`config.mk`:
```
export PLATFORM = sky130hd
export DESIGN_NAME = instruction_decode_pipe
export DESIGN_NICKNAME = d
export VERILOG_FILES = /design/src/rtl/instruction_decode_pipe.sv
export SDC_FILE = /design/constraint.sdc
export NUM_CORES = 1
export LEC_CHECK = 0
export ABC_AREA = 1
export CORE_ASPECT_RATIO = 1.2
export CORE_MARGIN = 1
export CORE_UTILIZATION = 50
export CTS_CLUSTER_SIZE = 20
export DETAILED_ROUTE_END_ITERATION = 12
export PLACE_DENSITY = 0.93
export SYNTH_ARGS = -nofsm -noshare
export SYNTH_HDL_FRONTEND = slang
export SYNTH_SLANG_ARGS = --single-unit
```
`constraint.sdc`:
```
create_clock -name clk -period 6.9 [get_ports clk]
set_input_delay 1.725 -clock clk [delete_from_list [all_inputs] [get_ports clk]]
set_output_delay 1.725 -clock clk [all_outputs]
set_load 0.05 [all_outputs]
```
`src/rtl/instruction_decode_pipe.sv`:
```
// rtl/instruction_decode_pipe.sv - RV32I/RV64I decode stage with valid/ready handshakes, flush and RAW scoreboard
module instruction_decode_pipe #(
    parameter int XLEN     = 32,
    parameter int SB_DEPTH = 4,
    parameter int OPLEN    = 9
) (
    input  logic             clk,
    input  logic             rst_n,
    input  logic [31:0]      inst,
    input  logic             inst_valid,
    output logic             inst_ready,
    input  logic [XLEN-1:0]  curr_pc_fd,
    input  logic [XLEN-1:0]  next_pc_fd,
    output logic [4:0]       rs1_sel,
    output logic [4:0]       rs2_sel,
    input  logic [XLEN-1:0]  rs1_data_rd,
    input  logic [XLEN-1:0]  rs2_data_rd,
    input  logic             flush,
    output logic             de_valid,
    input  logic             de_ready,
    output logic [XLEN-1:0]  imm,
    output logic [XLEN-1:0]  rs1_data_de,
    output logic [XLEN-1:0]  rs2_data_de,
    output logic [XLEN-1:0]  curr_pc_de,
    output logic [XLEN-1:0]  next_pc_de,
    output logic [3:0]       funct_alu,
    output logic [4:0]       rd_sel_de,
    output logic [OPLEN-1:0] decoded_op,
    output logic             illegal_inst,
    input  logic             wb_valid
);
    // decoded_op bit positions
    localparam int USE_RS1     = 0;
    localparam int USE_RS2     = 1;
    localparam int RD_DATA_SEL = 2;   // 2 bits: 0 alu, 1 memory, 2 pc+4, 3 imm
    localparam int FUNCT3_LO   = 4;   // 3 bits
    localparam int JUMP_EN     = 7;
    localparam int DATA_MEM_WE = 8;

    localparam logic [6:0] OPC_LUI      = 7'b0110111;
    localparam logic [6:0] OPC_AUIPC    = 7'b0010111;
    localparam logic [6:0] OPC_JAL      = 7'b1101111;
    localparam logic [6:0] OPC_JALR     = 7'b1100111;
    localparam logic [6:0] OPC_BRANCH   = 7'b1100011;
    localparam logic [6:0] OPC_LOAD     = 7'b0000011;
    localparam logic [6:0] OPC_STORE    = 7'b0100011;
    localparam logic [6:0] OPC_OP_IMM   = 7'b0010011;
    localparam logic [6:0] OPC_OP       = 7'b0110011;
    localparam logic [6:0] OPC_MISC_MEM = 7'b0001111;
    localparam logic [6:0] OPC_SYSTEM   = 7'b1110011;
    localparam logic [6:0] OPC_OP_IMM32 = 7'b0011011;
    localparam logic [6:0] OPC_OP_32    = 7'b0111011;

    localparam int PW = $clog2(SB_DEPTH);
    localparam int CW = PW + 1;

    logic [6:0]       opcode;
    logic [2:0]       funct3;
    logic [31:0]      imm32;
    logic             dec_legal;
    logic             dec_use_rs1;
    logic             dec_use_rs2;
    logic [1:0]       dec_rd_data_sel;
    logic             dec_jump_en;
    logic             dec_mem_we;
    logic [4:0]       dec_rd;
    logic [3:0]       dec_funct_alu;
    logic [OPLEN-1:0] dec_op;

    logic [4:0]       sb_rd [SB_DEPTH];
    logic [PW-1:0]    rd_ptr;
    logic [PW-1:0]    wr_ptr;
    logic [CW-1:0]    sb_count;

    logic             rs1_busy;
    logic             rs2_busy;
    logic             hazard;
    logic             sb_push_ok;
    logic             out_xfer;
    logic             in_xfer;
    logic             sb_push;
    logic             sb_pop;

    assign opcode  = inst[6:0];
    assign funct3  = inst[14:12];
    assign rs1_sel = (opcode == OPC_LUI) ? 5'd0 : inst[19:15];
    assign rs2_sel = inst[24:20];

    // Field decode of the incoming instruction; unknown opcodes leave everything zero.
    always_comb begin
        dec_legal       = 1'b0;
        imm32           = 32'd0;
        dec_use_rs1     = 1'b0;
        dec_use_rs2     = 1'b0;
        dec_rd_data_sel = 2'd0;
        dec_jump_en     = 1'b0;
        dec_mem_we      = 1'b0;
        dec_rd          = inst[11:7];
        dec_funct_alu   = 4'd0;
        case (opcode)
            OPC_LUI: begin
                dec_legal       = 1'b1;
                imm32           = {inst[31:12], 12'd0};
                dec_rd_data_sel = 2'd3;
            end
            OPC_AUIPC: begin
                dec_legal = 1'b1;
                imm32     = {inst[31:12], 12'd0};
            end
            OPC_JAL: begin
                dec_legal       = 1'b1;
                imm32           = {{12{inst[31]}}, inst[19:12], inst[20], inst[30:21], 1'b0};
                dec_rd_data_sel = 2'd2;
                dec_jump_en     = 1'b1;
            end
            OPC_JALR: begin
                dec_legal       = 1'b1;
                imm32           = {{20{inst[31]}}, inst[31:20]};
                dec_use_rs1     = 1'b1;
                dec_rd_data_sel = 2'd2;
                dec_jump_en     = 1'b1;
            end
            OPC_BRANCH: begin
                dec_legal     = 1'b1;
                imm32         = {{20{inst[31]}}, inst[7], inst[30:25], inst[11:8], 1'b0};
                dec_use_rs1   = 1'b1;
                dec_use_rs2   = 1'b1;
                dec_rd        = 5'd0;
                dec_funct_alu = {1'b0, funct3};
            end
            OPC_LOAD: begin
                dec_legal       = 1'b1;
                imm32           = {{20{inst[31]}}, inst[31:20]};
                dec_use_rs1     = 1'b1;
                dec_rd_data_sel = 2'd1;
            end
            OPC_STORE: begin
                dec_legal   = 1'b1;
                imm32       = {{20{inst[31]}}, inst[31:25], inst[11:7]};
                dec_use_rs1 = 1'b1;
                dec_use_rs2 = 1'b1;
                dec_rd      = 5'd0;
                dec_mem_we  = 1'b1;
            end
            OPC_OP_IMM, OPC_OP_IMM32: begin
                dec_legal     = (opcode == OPC_OP_IMM) || (XLEN == 64);
                imm32         = {{20{inst[31]}}, inst[31:20]};
                dec_use_rs1   = 1'b1;
                // inst[30] is an ALU selector only for right shifts; elsewhere it is immediate
                dec_funct_alu = {(funct3 == 3'b101) & inst[30], funct3};
            end
            OPC_OP, OPC_OP_32: begin
                dec_legal     = (opcode == OPC_OP) || (XLEN == 64);
                dec_use_rs1   = 1'b1;
                dec_use_rs2   = 1'b1;
                dec_funct_alu = {inst[30], funct3};
            end
            OPC_MISC_MEM: begin
                dec_legal = 1'b1;
                dec_rd    = 5'd0;
            end
            OPC_SYSTEM: begin
                dec_legal   = 1'b1;
                imm32       = {{20{inst[31]}}, inst[31:20]};
                dec_use_rs1 = (funct3 != 3'b000) & ~funct3[2];
            end
            default: begin
                dec_legal = 1'b0;
            end
        endcase
        if (!dec_legal) begin
            imm32         = 32'd0;
            dec_use_rs1   = 1'b0;
            dec_use_rs2   = 1'b0;
            dec_rd        = 5'd0;
            dec_funct_alu = 4'd0;
        end
    end

    // Pack the control word; an illegal instruction carries no control at all.
    always_comb begin
        dec_op = '0;
        if (dec_legal) begin
            dec_op[USE_RS1]                       = dec_use_rs1;
            dec_op[USE_RS2]                       = dec_use_rs2;
            dec_op[RD_DATA_SEL +: 2]              = dec_rd_data_sel;
            dec_op[FUNCT3_LO +: 3]                = funct3;
            dec_op[JUMP_EN]                       = dec_jump_en;
            dec_op[DATA_MEM_WE]                   = dec_mem_we;
        end
    end

    // Match source registers against live scoreboard entries and the held output.
    always_comb begin
        logic [PW-1:0] off;
        rs1_busy = de_valid && (rd_sel_de == rs1_sel);
        rs2_busy = de_valid && (rd_sel_de == rs2_sel);
        for (int i = 0; i < SB_DEPTH; i++) begin
            off = PW'(i) - rd_ptr;
            if ({1'b0, off} < sb_count) begin
                if (sb_rd[i] == rs1_sel) rs1_busy = 1'b1;
                if (sb_rd[i] == rs2_sel) rs2_busy = 1'b1;
            end
        end
    end

    assign hazard = (dec_use_rs1 && (rs1_sel != 5'd0) && rs1_busy) ||
                    (dec_use_rs2 && (rs2_sel != 5'd0) && rs2_busy);

    // A full scoreboard may still accept a push when an entry retires in the same cycle.
    assign sb_push_ok = (sb_count < CW'(SB_DEPTH)) || wb_valid;
    assign out_xfer   = de_valid && de_ready && ((rd_sel_de == 5'd0) || sb_push_ok);
    assign inst_ready = rst_n && !flush && !hazard && (!de_valid || out_xfer);
    assign in_xfer    = inst_valid && inst_ready;
    assign sb_push    = out_xfer && (rd_sel_de != 5'd0);
    assign sb_pop     = wb_valid && (sb_count != '0);

    // Output register: load on accept, otherwise drop on flush or when execute takes it.
    always_ff @(posedge clk or negedge rst_n) begin
        if (!rst_n) begin
            de_valid     <= 1'b0;
            imm          <= '0;
            rs1_data_de  <= '0;
            rs2_data_de  <= '0;
            curr_pc_de   <= '0;
            next_pc_de   <= '0;
            funct_alu    <= '0;
            rd_sel_de    <= '0;
            decoded_op   <= '0;
            illegal_inst <= 1'b0;
        end else if (in_xfer) begin
            de_valid     <= 1'b1;
            imm          <= XLEN'($signed(imm32));
            rs1_data_de  <= rs1_data_rd;
            rs2_data_de  <= rs2_data_rd;
            curr_pc_de   <= curr_pc_fd;
            next_pc_de   <= next_pc_fd;
            funct_alu    <= dec_funct_alu;
            rd_sel_de    <= dec_rd;
            decoded_op   <= dec_op;
            illegal_inst <= ~dec_legal;
        end else if (flush || out_xfer) begin
            de_valid     <= 1'b0;
        end
    end

    // In-order write-back scoreboard: push on issue with a destination, pop on write-back.
    always_ff @(posedge clk or negedge rst_n) begin
        if (!rst_n) begin
            rd_ptr   <= '0;
            wr_ptr   <= '0;
            sb_count <= '0;
            for (int i = 0; i < SB_DEPTH; i++) sb_rd[i] <= 5'd0;
        end else begin
            if (sb_push) begin
                sb_rd[wr_ptr] <= rd_sel_de;
                wr_ptr        <= wr_ptr + 1'b1;
            end
            if (sb_pop) rd_ptr <= rd_ptr + 1'b1;
            if (sb_push && !sb_pop)      sb_count <= sb_count + 1'b1;
            else if (!sb_push && sb_pop) sb_count <= sb_count - 1'b1;
        end
    end

endmodule

```
==> results.txt <==
Status -> completed
Slew HR -> 0.232
H-Tree Depth -> 1
IO buf count -> 356
Clk buf depth -> 3
CTS root buf -> clkbuf_16
Period minus WS final -> 6.08 ns
Critical path startpoint -> inst[1]
Die Y -> 159 um
DR pass1 iterations -> 6
Commonest non-fill, non-tap cell in the layout -> nand2_1
Worst setup SP type -> input pin
Fmax -> 164 MHz
Final cycle utilization of the critical path -> 0.881
Hold Vio Cnt, Final -> 0
Vias in the first global route -> 10,500
Post-CTS Setup Inserts -> 0
PostCTS Resize Cnt -> 0
# clock sinks -> 207
Leakage power -> 7.14 nW
TritonCTS buffer count -> 22
Core area -> 20,300 um^2
Synth Register Bits -> 207
Crit-path slowest cell -> clkdlybuf4s50_1
Final GP Congestion -> 0.932
Post-synth cell types -> 36
Post-CTS Hold Buffers -> 0
Final setup fails -> 0
Final HPWL DP -> 24.5 mm
Avg WL per Cell -> 19.5 um
Largest net degree at the start of global routing -> 107
Unrepaired setup endpoints after global routing -> no
CTS tree -> built
Worst setup EP type -> output pin
Max cap viols -> 0
DRC viols -> 0
Syn Nets -> 1,477
Row count -> 57
Reg2Reg Depth -> 15
Top cell by count, worst path -> nand2_1
Pwr dens -> 297 nW/um^2
Post-synthesis sequential area ratio -> 0.502
Worst-path clk slew -> 0.06 ns
R2R Setup Slk -> 2.59 ns
Vias after detailed routing -> 10,800
Post-Route Skew -> 0.0304 ns
Die Wd -> 133 um
Via density -> 5.78
Critical path destination -> inst_ready
Final net count -> 1,768
Maximum VDD drop -> 0.229 mV
Crit path cell chain -> clkdlybuf4s50_1 > nand2_1 > nor2_2 > nand2_2 > nand2_1 > nand2_1 > nand2_1 > nor2_1 > nand3_1 > nand2_1 > o21bai_4 > and2_1 > buf_12
Worst flop-to-flop path startpoint -> rd_ptr[1]
Final WL -> 36.5 mm
Average cell area after synthesis -> 7.93 um^2
FF+latch area -> 5180 um^2
Initial antenna violation count -> 3
Pwr Total -> 0.00434 W
Post-DRT Antenna Nets -> 0
Synthesized cell area -> 10,300 um^2
First-pass GRT wire length -> 57.0 mm
Setup TNS -> 0 ns
Min-Delay Path Class -> reg -> reg
Critical path type -> in -> out
Ys Warns -> 0
Io pins -> 357
Die area -> 21,200 um^2
Clk_lat worst skew -> 0.52 ns
Reg-to-reg endpoint -> rs1_data_de[6]
Area Growth Syn to Fin -> 41.7%
Final Slew Violations -> 0
Fill cells -> 1,451
GRT Residual Overflow -> 0
Slew of the pin with the lowest slew margin -> 1.15 ns
Total track usage -> 0.340
Layout cells sized above 1 -> 0.0411
Initial cell density of the core -> 0.510
Arrival @ worst endpoint -> 4.36 ns
Area occupied by multi-input gates -> 4420 um^2
Crit-path max FO -> 28
DRT iter0 DRCs -> 1,148
WP data required -> 5.18 ns
Most frequent cells in the layout -> nand2_1, clkdlybuf4s50_1, dfrtp_1, nand4_1, inv_1
Worst path max stage delay -> 0.48 ns
Synth Instances -> 1,301
[cell usage after synthesis]
| master | n | share of area |
|---|---|---|
| o21ai_0 | 24 | 0.012 |
| nand3b_1 | 2 | 0.0015 |
| o21a_1 | 6 | 0.0044 |
| nand2_2 | 6 | 0.0036 |
| buf_1 | 1 | 0.00036 |
| o21ai_1 | 1 | 0.00048 |
| xor2_1 | 10 | 0.0085 |
| nor2_2 | 3 | 0.0018 |
| nor4_1 | 1 | 0.00061 |
| a21oi_1 | 30 | 0.015 |
| nand3_4 | 1 | 0.0017 |
| o31ai_1 | 1 | 0.00073 |
| clkinv_1 | 1 | 0.00036 |
| nor3_1 | 7 | 0.0034 |
| xnor2_1 | 15 | 0.013 |
| buf_4 | 8 | 0.0058 |
| o311ai_0 | 3 | 0.0025 |
| nand2_1 | 493 | 0.18 |
| clkbuf_1 | 50 | 0.018 |
| or2_2 | 1 | 0.00061 |
| buf_2 | 40 | 0.019 |
| ha_1 | 9 | 0.011 |
| and2_1 | 2 | 0.0012 |
| o21bai_1 | 1 | 0.00073 |
| a22oi_1 | 5 | 0.0036 |
| nor2_1 | 62 | 0.023 |
| o22ai_1 | 3 | 0.0018 |
| nor3b_1 | 4 | 0.0029 |
| fa_1 | 1 | 0.0019 |
| inv_1 | 74 | 0.027 |
| a21boi_0 | 1 | 0.00073 |
| inv_2 | 3 | 0.0011 |
| nand4_1 | 184 | 0.11 |
| dfrtp_1 | 207 | 0.50 |
| nand3_1 | 40 | 0.019 |
| o211ai_1 | 1 | 0.00073 |
[logic make-up (layout without fill, tap and decap cells)]
| logic type | after synthesis | in the layout | share of synthesized area |
|---|---|---|---|
| AO/OA/AOI/OAI | 76 | 76 | 0.0419 |
| XOR/XNOR | 25 | 25 | 0.0212 |
| adder cells (fa/ha/maj) | 10 | 10 | 0.0128 |
| buffers and inverters | 177 | 483 | 0.0721 |
| flip-flops | 207 | 207 | 0.502 |
| other | 0 | 5 | 0 |
| AND/OR/NAND/NOR | 806 | 806 | 0.350 |
[worst min-delay path by stage]
stage,to,slack [ns],from,cells after the start
after floorplan,rd_ptr[1],0.52,rd_ptr[1],2
after global placement,rs1_data_de[25],0.45,rs1_data_de[25],2
after detailed placement,curr_pc_de[12],0.46,curr_pc_de[12],2
after CTS,rs2_data_de[4],0.47,rs2_data_de[4],2
after global routing,next_pc_de[15],0.49,next_pc_de[15],2
final,rs1_data_de[28],0.47,rs1_data_de[28],2
[critical path: cells and delay by family]
family,cells,cell delay (ns)
AOI/OAI and AO/OA,1,0.22
buffers and inverters,2,0.64
and+or+nand+nor,10,1.75
[registers in the layout, summed over array words and instances, names as in the netlist, 3 cells and up]
| name | count |
|---|---|
| curr_pc_de | 32 |
| imm | 32 |
| next_pc_de | 32 |
| rs1_data_de | 32 |
| rs2_data_de | 32 |
| sb_rd | 20 |
| decoded_op | 9 |
| rd_sel_de | 5 |
| funct_alu | 4 |
| sb_count | 3 |
[layer usage]
layer / GRT usage / share of wire / vias up / routed length (um)
li1: - / - / 4898 / -
met1: 0.414 / 0.36 / 5126 / 13200
met2: 0.563 / 0.48 / 673 / 17500
met3: 0.0780 / 0.11 / 152 / 3870
met4: 0.177 / 0.055 / 0 / 2010
met5: 0 / 0 / - / 0
[power by group]
part           total (W)  internal, W  switching [W]
combinational    0.00160     0.000546        0.00105
sequential       0.00158      0.00142       0.000159
clock            0.00116     0.000662       0.000494
total            0.00434      0.00263        0.00171
[metrics by stage]
| stage | setup WS (ns) | hold slack (ns) | util | instance area, um^2 | instances |
|---|---|---|---|---|---|
| after floorplan | 1.40 | 0.520 | - | 10300 | 1301 |
| after global placement | 1.02 | 0.453 | 0.686 | 13900 | 1833 |
| after detailed placement | 0.913 | 0.457 | 0.686 | 13900 | 1833 |
| after CTS | 0.896 | 0.473 | 0.721 | 14600 | 1872 |
| after global routing | 0.677 | 0.486 | 0.722 | 14600 | 1875 |
| final | 0.820 | 0.469 | 0.722 | 14600 | 1877 |
[final cells by class]
type	count	area share
Multi-Input combinational cell	917	0.302
Sequential cell	207	0.354
Clock buffer	31	0.0447
Antenna cell	5	0.000856
Timing Repair Buffer	366	0.252
Inverter	78	0.0200
Clock inverter	8	0.00376
Tap cell	265	0.0227
No activity file was read; power rests on OpenSTA's default activity.
